==> src/rtl/digit_entry_pkg.sv <==
// digit_entry_pkg
//   Shared game package. Holds the default digit count and result width,
//   the entry FSM state type and the BCD digit type.
package digit_entry_pkg;

  localparam int NUM_DIGITS = 4;
  localparam int VALUE_W    = 14;

  typedef enum logic [1:0] {
    ST_IDLE,
    ST_ENTRY,
    ST_CONVERT,
    ST_HOLD
  } state_t;

  typedef logic [3:0] bcd_t;

  localparam bcd_t BCD_MAX = 4'd9;

endpackage

==> src/rtl/digit_entry_bcd_to_bin_seq.sv <==
// bcd_to_bin_seq
//   Iterative BCD to binary converter, one digit per clock, MSD first:
//   acc = acc*10 + digit, with *10 done as (acc<<3)+(acc<<1).
//   Ports:
//     clk, rst  - system clock, async active-high reset
//     start     - one-cycle pulse; captures digits and begins conversion
//     abort     - drops any conversion in flight
//     digits    - right-aligned BCD buffer, leading positions zero
//     result    - value after the current iteration (valid while done=1)
//     done      - high during the cycle whose edge completes the last digit
module bcd_to_bin_seq #(
  parameter int NUM_DIGITS = 4,
  parameter int VALUE_W    = 14
) (
  input  logic                    clk,
  input  logic                    rst,
  input  logic                    start,
  input  logic                    abort,
  input  logic [4*NUM_DIGITS-1:0] digits,
  output logic [VALUE_W-1:0]      result,
  output logic                    done
);
  import digit_entry_pkg::bcd_t;

  localparam int CNT_W = (NUM_DIGITS > 1) ? $clog2(NUM_DIGITS) : 1;
  localparam logic [CNT_W-1:0] LAST_ITER = CNT_W'(NUM_DIGITS - 1);

  logic                    running;
  logic [CNT_W-1:0]        iter;
  logic [VALUE_W-1:0]      acc;
  logic [4*NUM_DIGITS-1:0] shift;
  bcd_t                    msd;
  logic [VALUE_W-1:0]      acc_next;

  assign msd      = shift[4*NUM_DIGITS-1 -: 4];
  assign acc_next = (acc << 3) + (acc << 1) + VALUE_W'(msd);

  // Result is exposed combinationally so the caller can register it on the
  // same edge that retires the final digit.
  assign done   = running && (iter == '0);
  assign result = acc_next;

  always_ff @(posedge clk or posedge rst) begin
    if (rst) begin
      running <= 1'b0;
      iter    <= '0;
      acc     <= '0;
      shift   <= '0;
    end else if (abort) begin
      running <= 1'b0;
      acc     <= '0;
    end else if (start) begin
      running <= 1'b1;
      iter    <= LAST_ITER;
      acc     <= '0;
      shift   <= digits;
    end else if (running) begin
      acc   <= acc_next;
      shift <= shift << 4;
      iter  <= iter - 1'b1;
      if (iter == '0) running <= 1'b0;
    end
  end

endmodule

==> src/rtl/digit_entry.sv <==
// digit_entry
//   Keypad digit entry for the guessing game: buffers up to NUM_DIGITS BCD
//   digits with backspace, converts them to binary on submit and holds the
//   result for the comparator until ack.
//   Ports:
//     clk, rst      - system clock, async active-high reset
//     enable        - entry phase armed by the game controller
//     digit_in      - BCD digit, taken on digit_strobe
//     digit_strobe  - one-cycle pulse accepting digit_in
//     backspace     - one-cycle pulse removing the last digit
//     submit        - one-cycle pulse requesting conversion
//     ack           - comparator has consumed user_int
//     user_int      - binary value of the entered digits
//     user_valid    - user_int final and stable
//     digit_count   - digits currently buffered
//     disp_bcd      - right-aligned buffered digits, unused positions 0
//     entry_err     - one-cycle pulse when an input is rejected
//     busy          - conversion in progress
//
//   state      | meaning
//   -----------+-------------------------------------------------
//   ST_IDLE    | entry not armed, buffer empty
//   ST_ENTRY   | collecting digits, backspace and submit
//   ST_CONVERT | sequential BCD to binary conversion running
//   ST_HOLD    | user_int valid, waiting for ack
module digit_entry #(
  parameter int NUM_DIGITS = digit_entry_pkg::NUM_DIGITS,
  parameter int VALUE_W    = digit_entry_pkg::VALUE_W
) (
  input  logic                    clk,
  input  logic                    rst,
  input  logic                    enable,
  input  logic [3:0]              digit_in,
  input  logic                    digit_strobe,
  input  logic                    backspace,
  input  logic                    submit,
  input  logic                    ack,
  output logic [VALUE_W-1:0]      user_int,
  output logic                    user_valid,
  output logic [2:0]              digit_count,
  output logic [4*NUM_DIGITS-1:0] disp_bcd,
  output logic                    entry_err,
  output logic                    busy
);
  import digit_entry_pkg::state_t;
  import digit_entry_pkg::ST_IDLE;
  import digit_entry_pkg::ST_ENTRY;
  import digit_entry_pkg::ST_CONVERT;
  import digit_entry_pkg::ST_HOLD;
  import digit_entry_pkg::BCD_MAX;

  localparam int         DISP_W  = 4 * NUM_DIGITS;
  localparam logic [2:0] MAX_CNT = 3'(NUM_DIGITS);

  state_t              state, state_next;
  logic [DISP_W-1:0]   buffer, buffer_shl;
  logic [2:0]          count;
  logic                push, pop, clear, err_set, conv_start, load;
  logic                conv_done;
  logic [VALUE_W-1:0]  conv_result;

  always_ff @(posedge clk or posedge rst) begin
    if (rst) state <= ST_IDLE;
    else     state <= state_next;
  end

  // Pulse priority inside ENTRY is submit > backspace > digit_strobe; the
  // losing pulses fall through the if/else chain and are simply dropped.
  always_comb begin
    state_next = state;
    push       = 1'b0;
    pop        = 1'b0;
    clear      = 1'b0;
    err_set    = 1'b0;
    conv_start = 1'b0;
    load       = 1'b0;
    if (!enable) begin
      state_next = ST_IDLE;
      clear      = 1'b1;
    end else begin
      case (state)
        ST_IDLE: begin
          state_next = ST_ENTRY;
          clear      = 1'b1;
        end
        ST_ENTRY: begin
          if (submit) begin
            if (count != 3'd0) begin
              state_next = ST_CONVERT;
              conv_start = 1'b1;
            end else begin
              err_set = 1'b1;
            end
          end else if (backspace) begin
            pop = (count != 3'd0);
          end else if (digit_strobe) begin
            if ((digit_in <= BCD_MAX) && (count < MAX_CNT)) push = 1'b1;
            else                                           err_set = 1'b1;
          end
        end
        ST_CONVERT: begin
          if (conv_done) begin
            state_next = ST_HOLD;
            load       = 1'b1;
          end
        end
        ST_HOLD: begin
          if (ack) begin
            state_next = ST_ENTRY;
            clear      = 1'b1;
          end
        end
        default: state_next = ST_IDLE;
      endcase
    end
  end

  always_comb begin
    buffer_shl      = buffer << 4;
    buffer_shl[3:0] = digit_in;
  end

  always_ff @(posedge clk or posedge rst) begin
    if (rst) begin
      buffer     <= '0;
      count      <= '0;
      entry_err  <= 1'b0;
      user_int   <= '0;
      user_valid <= 1'b0;
    end else begin
      if (clear) begin
        buffer <= '0;
        count  <= '0;
      end else if (push) begin
        buffer <= buffer_shl;
        count  <= count + 3'd1;
      end else if (pop) begin
        buffer <= buffer >> 4;
        count  <= count - 3'd1;
      end
      entry_err  <= err_set;
      if (load) user_int <= conv_result;
      // Valid exactly while resident in HOLD; any exit drops it.
      user_valid <= (state_next == ST_HOLD);
    end
  end

  bcd_to_bin_seq #(
    .NUM_DIGITS (NUM_DIGITS),
    .VALUE_W    (VALUE_W)
  ) u_conv (
    .clk    (clk),
    .rst    (rst),
    .start  (conv_start),
    .abort  (!enable),
    .digits (buffer),
    .result (conv_result),
    .done   (conv_done)
  );

  assign digit_count = count;
  assign disp_bcd    = buffer;
  assign busy        = (state == ST_CONVERT);

endmodule

==> config.mk <==
export PLATFORM = sky130hd
export DESIGN_NAME = digit_entry
export DESIGN_NICKNAME = d
export VERILOG_FILES = /design/src/rtl/digit_entry_pkg.sv /design/src/rtl/digit_entry_bcd_to_bin_seq.sv /design/src/rtl/digit_entry.sv
export SDC_FILE = /design/constraint.sdc
export NUM_CORES = 1
export LEC_CHECK = 0
export ABC_AREA = 1
export CAP_MARGIN = 40
export CORE_UTILIZATION = 45
export CTS_CLUSTER_SIZE = 40
export DETAILED_ROUTE_END_ITERATION = 8
export PLACE_DENSITY = 0.68
export SYNTH_ARGS = -nofsm -noshare
export SYNTH_HDL_FRONTEND = slang
export SYNTH_SLANG_ARGS = --single-unit
==> constraint.sdc <==
create_clock -name clk -period 3.45 [get_ports clk]
set_input_delay 0.69 -clock clk [delete_from_list [all_inputs] [get_ports clk]]
set_output_delay 0.69 -clock clk [all_outputs]
set_load 0.02 [all_outputs]
==> results by group <==
Floorplan
  – Chip height: 95.9 um
  – I/O pin cnt: 47
  – Die ar.: about 9200 sq um
  – Core area: between 8000 and 9000 sq um
  – Initial Utilization: between 40% and 50%
  – Cell Rows: 33
  – Chip width: between 90 and 100 um

STA
  – Fmax: 418 MHz
  – Final Hold Viols: 0
  – RSZ-0062 raised after global routing: false
  – Slew Limit Fails: 0
  – Sum of negative setup slack: 0 ns
  – Tcrit/Tclk final: 69.3%
  – Slew margin rel.: between 40% and 50%
  – Clock Skew: ~0.015 ns
  – Hold_ws: roughly 0.48 ns
  – Worst-Margin Slew: around 0.75 ns
  – Setup-failing EPs final: 0
  – Min Clock Period, post-route: ~2.4 ns

Yosys
  – Mux cell area share after synthesis: 0%
  – Post-synthesis compound-gate area fraction: 11.3%
  – Number of distinct library cells after synthesis: 32
  – Synthesis Warnings: 0
  – Synthesized instance count: between 400 and 500
  – Main combinational cell family by area after synthesis: simple AND/OR/NAND/NOR gates
  – Synth Area in Simple Gates: ~26%
  – Post-Syn Area per Cell: between 8 and 9 sq um
  – Post-synthesis xor/xnor area fraction: less than 1%
  – Synth Area in Adders: 10.4%
  – Syn Nets: around 530
  – Flops & latches, synth: 69
  – Register area share after synthesis: 43.6%
  – Synth Cell Area: ~4000 sq um

Run
  – Max Cap Violations: 0

Placed design
  – Port Buffer Count: between 40 and 50
  – GPL Wtd Cong: roughly 0.87
  – Hpwl dp: roughly 6.4 mm
  – Placed insts: between 600 and 700

Cells and area
  – Synthesis-to-finish area growth: 18.8%
  – Ant diodes: 0
  – Final Util: between 50% and 60%
  – Final std cells w/o fill: 650
  – Layout cells sized above 1: under 10%
  – Final nets: 582

GRT
  – First-pass GRT wire length: roughly 15 mm
  – Largest net degree at the start of global routing: 38
  – Initial antenna violation count: 0
  – GRT Total Usage: a little over a fifth
  – Vias in the first global route: approximately 3200
  – GRT overflow: 0

Setup path
  – FF-to-FF setup slack: between 1 and 1.5 ns
  – Worst R2R Path Depth: 11
  – Worst Setup Path Type: flop to primary output
  – Worst Path Required: between 2 and 3 ns
  – RR Startpoint: u_conv.acc[0]$_DFFE_PP0P_
  – Startpoint types: flop
  – Crit Path Max Fanout: 5
  – Crit end category: primary output
  – Setup crit start: state[0]$_DFF_PP0_
  – RR Endpoint: user_int[7]$_DFFE_PP0P_
  – Worst EP arrival: around 1.7 ns

Route
  – Vias/cell: ~5
  – Drt drc: 0
  – Drt first pass iters: 4
  – Initial DRC count: approximately 130
  – Detail Route Antenna Nets: 0
  – WL final: between 8 and 9 mm
  – WL/cell: between 10 and 15 um
  – Via count: 3291

Clock tree
  – Hold_buf cts: 0
  – Clock sinks: 69
  – Clock Latency Late Sink: approximately 0.34 ns
  – CTS tree: built
  – CTS resizes: 0
  – Root buffer cell: clkbuf_8
  – CTS HTree Levels: 3
  – CTS Buf Count: 9
  – Clock transition at the registers of the reported paths: approximately 0.080 ns
  – Postcts setup bufs: 0
  – Clk buf depth: 2

Min path
  – Worst Min Path Start: user_int[4]$_DFFE_PP0P_
  – HP Class: flop to flop
  – Hold path endpoint: user_int[4]$_DFFE_PP0P_
  – Hold path depth: 2

Status
  – Status: completed

Power and ir drop
  – Worst vdd ir: a little under 0.0002 V
  – Final Power: approximately 1.9 mW
  – Power per cell area: between 400 and 500 nW/um^2
  – Leakage Power: approximately 2.5 nW
report_power, final:
group / internal [mW] / total, mW / switching, mW
Sequential: 0.894 / 0.939 / 0.0448
Clock: 0.338 / 0.671 / 0.333
Combinational: 0.117 / 0.298 / 0.181
Total: 1.35 / 1.91 / 0.559
critical path, cell delays in order (launching register included):
cell and delay (ns):
dfrtp_1 0.44, inv_1 0.10, ha_1 0.20, clkdlybuf4s50_1 0.62
cell usage in the layout (no fill, tap or decap), types with 14 or more instances in the layout:
cell             instances
inv_1                   64
o21ai_1                 14
ha_1                    28
nand2_1                163
dfrtp_1                 69
nor2_1                  20
nand3_1                 27
a21oi_1                 14
o21ai_0                 23
clkdlybuf4s50_1         46
how the worst max path moves through the flow:
stage	end	slack [ns]
floorplan	digit_count[0]$_DFFE_PP0P_	1.02
global placement	digit_count[2]$_DFFE_PP0P_	0.84
detailed placement	digit_count[2]$_DFFE_PP0P_	0.78
CTS	busy	1.04
global route	user_int[7]$_DFFE_PP0P_	0.93
finish	busy	1.06
flip-flops by register name (all words and copies together), names as in the netlist:
register        cells
disp_bcd           16
u_conv.shift       16
user_int           14
u_conv.acc         13
digit_count         3
state               2
u_conv.iter         2
entry_err           1
u_conv.running      1
user_valid          1
cell families (layout without fill, tap and decap cells):
family / after synthesis / in the layout
AOI/OAI and AO/OA: 75 / 75
xor gates and xnor gates: 3 / 3
adders and majority gates: 31 / 31
buffers and inverters: 80 / 134
DFF: 69 / 69
and+or+nand+nor: 233 / 233
metrics by stage:
stage          area, sq um  setup slack (ns)
2_1_floorplan         3960              1.02
3_3_place_gp          4510             0.840
3_5_place_dp          4510             0.776
4_1_cts               4710              1.04
5_1_grt               4710             0.933
6_report              4710              1.06
layer usage:
metal | track usage, % | part of all wire, % | up-vias
met4 | 6.34 | 1.3 | 0
li1 | - | - | 1673
met3 | 4.66 | 4.8 | 11
met2 | 34.3 | 46 | 79
met1 | 28.0 | 48 | 1528
met5 | 0 | 0 | -
cells in the mapped netlist:
library cell	number	area [sq um]
a21oi_1	14	70.1
nand2_4	2	22.5
nand3_1	27	135
inv_1	65	244
o22ai_1	9	56.3
a22o_1	2	17.5
buf_4	2	15.0
a22oi_1	1	7.51
o211ai_1	4	30.0
nand3_4	1	17.5
xnor2_1	2	17.5
nor2_4	2	22.5
nand3b_1	5	37.5
nand2_1	163	612
fa_1	3	60.1
buf_2	5	25.0
buf_6	2	22.5
o21ai_0	23	115
inv_2	6	22.5
nor2_8	1	20.0
o21ai_1	14	70.1
a21boi_4	1	18.8
or2_2	2	12.5
nor2_2	2	12.5
dfrtp_1	69	1730
nand3_2	2	20.0
nor2_1	20	75.1
o21ai_2	7	61.3
nand4_1	4	25.0
nand2_2	2	12.5
xor2_1	1	8.76
ha_1	28	350
cell type report:
class	count	area, sq um
clock buffer	9	124
multi-input combinational	342	1910
fill	774	3670
timing repair buffer	47	480
inverter	71	267
tap	105	131
sequential	69	1730
clock inverter	7	73.8
(Power assumes the default switching activity.)
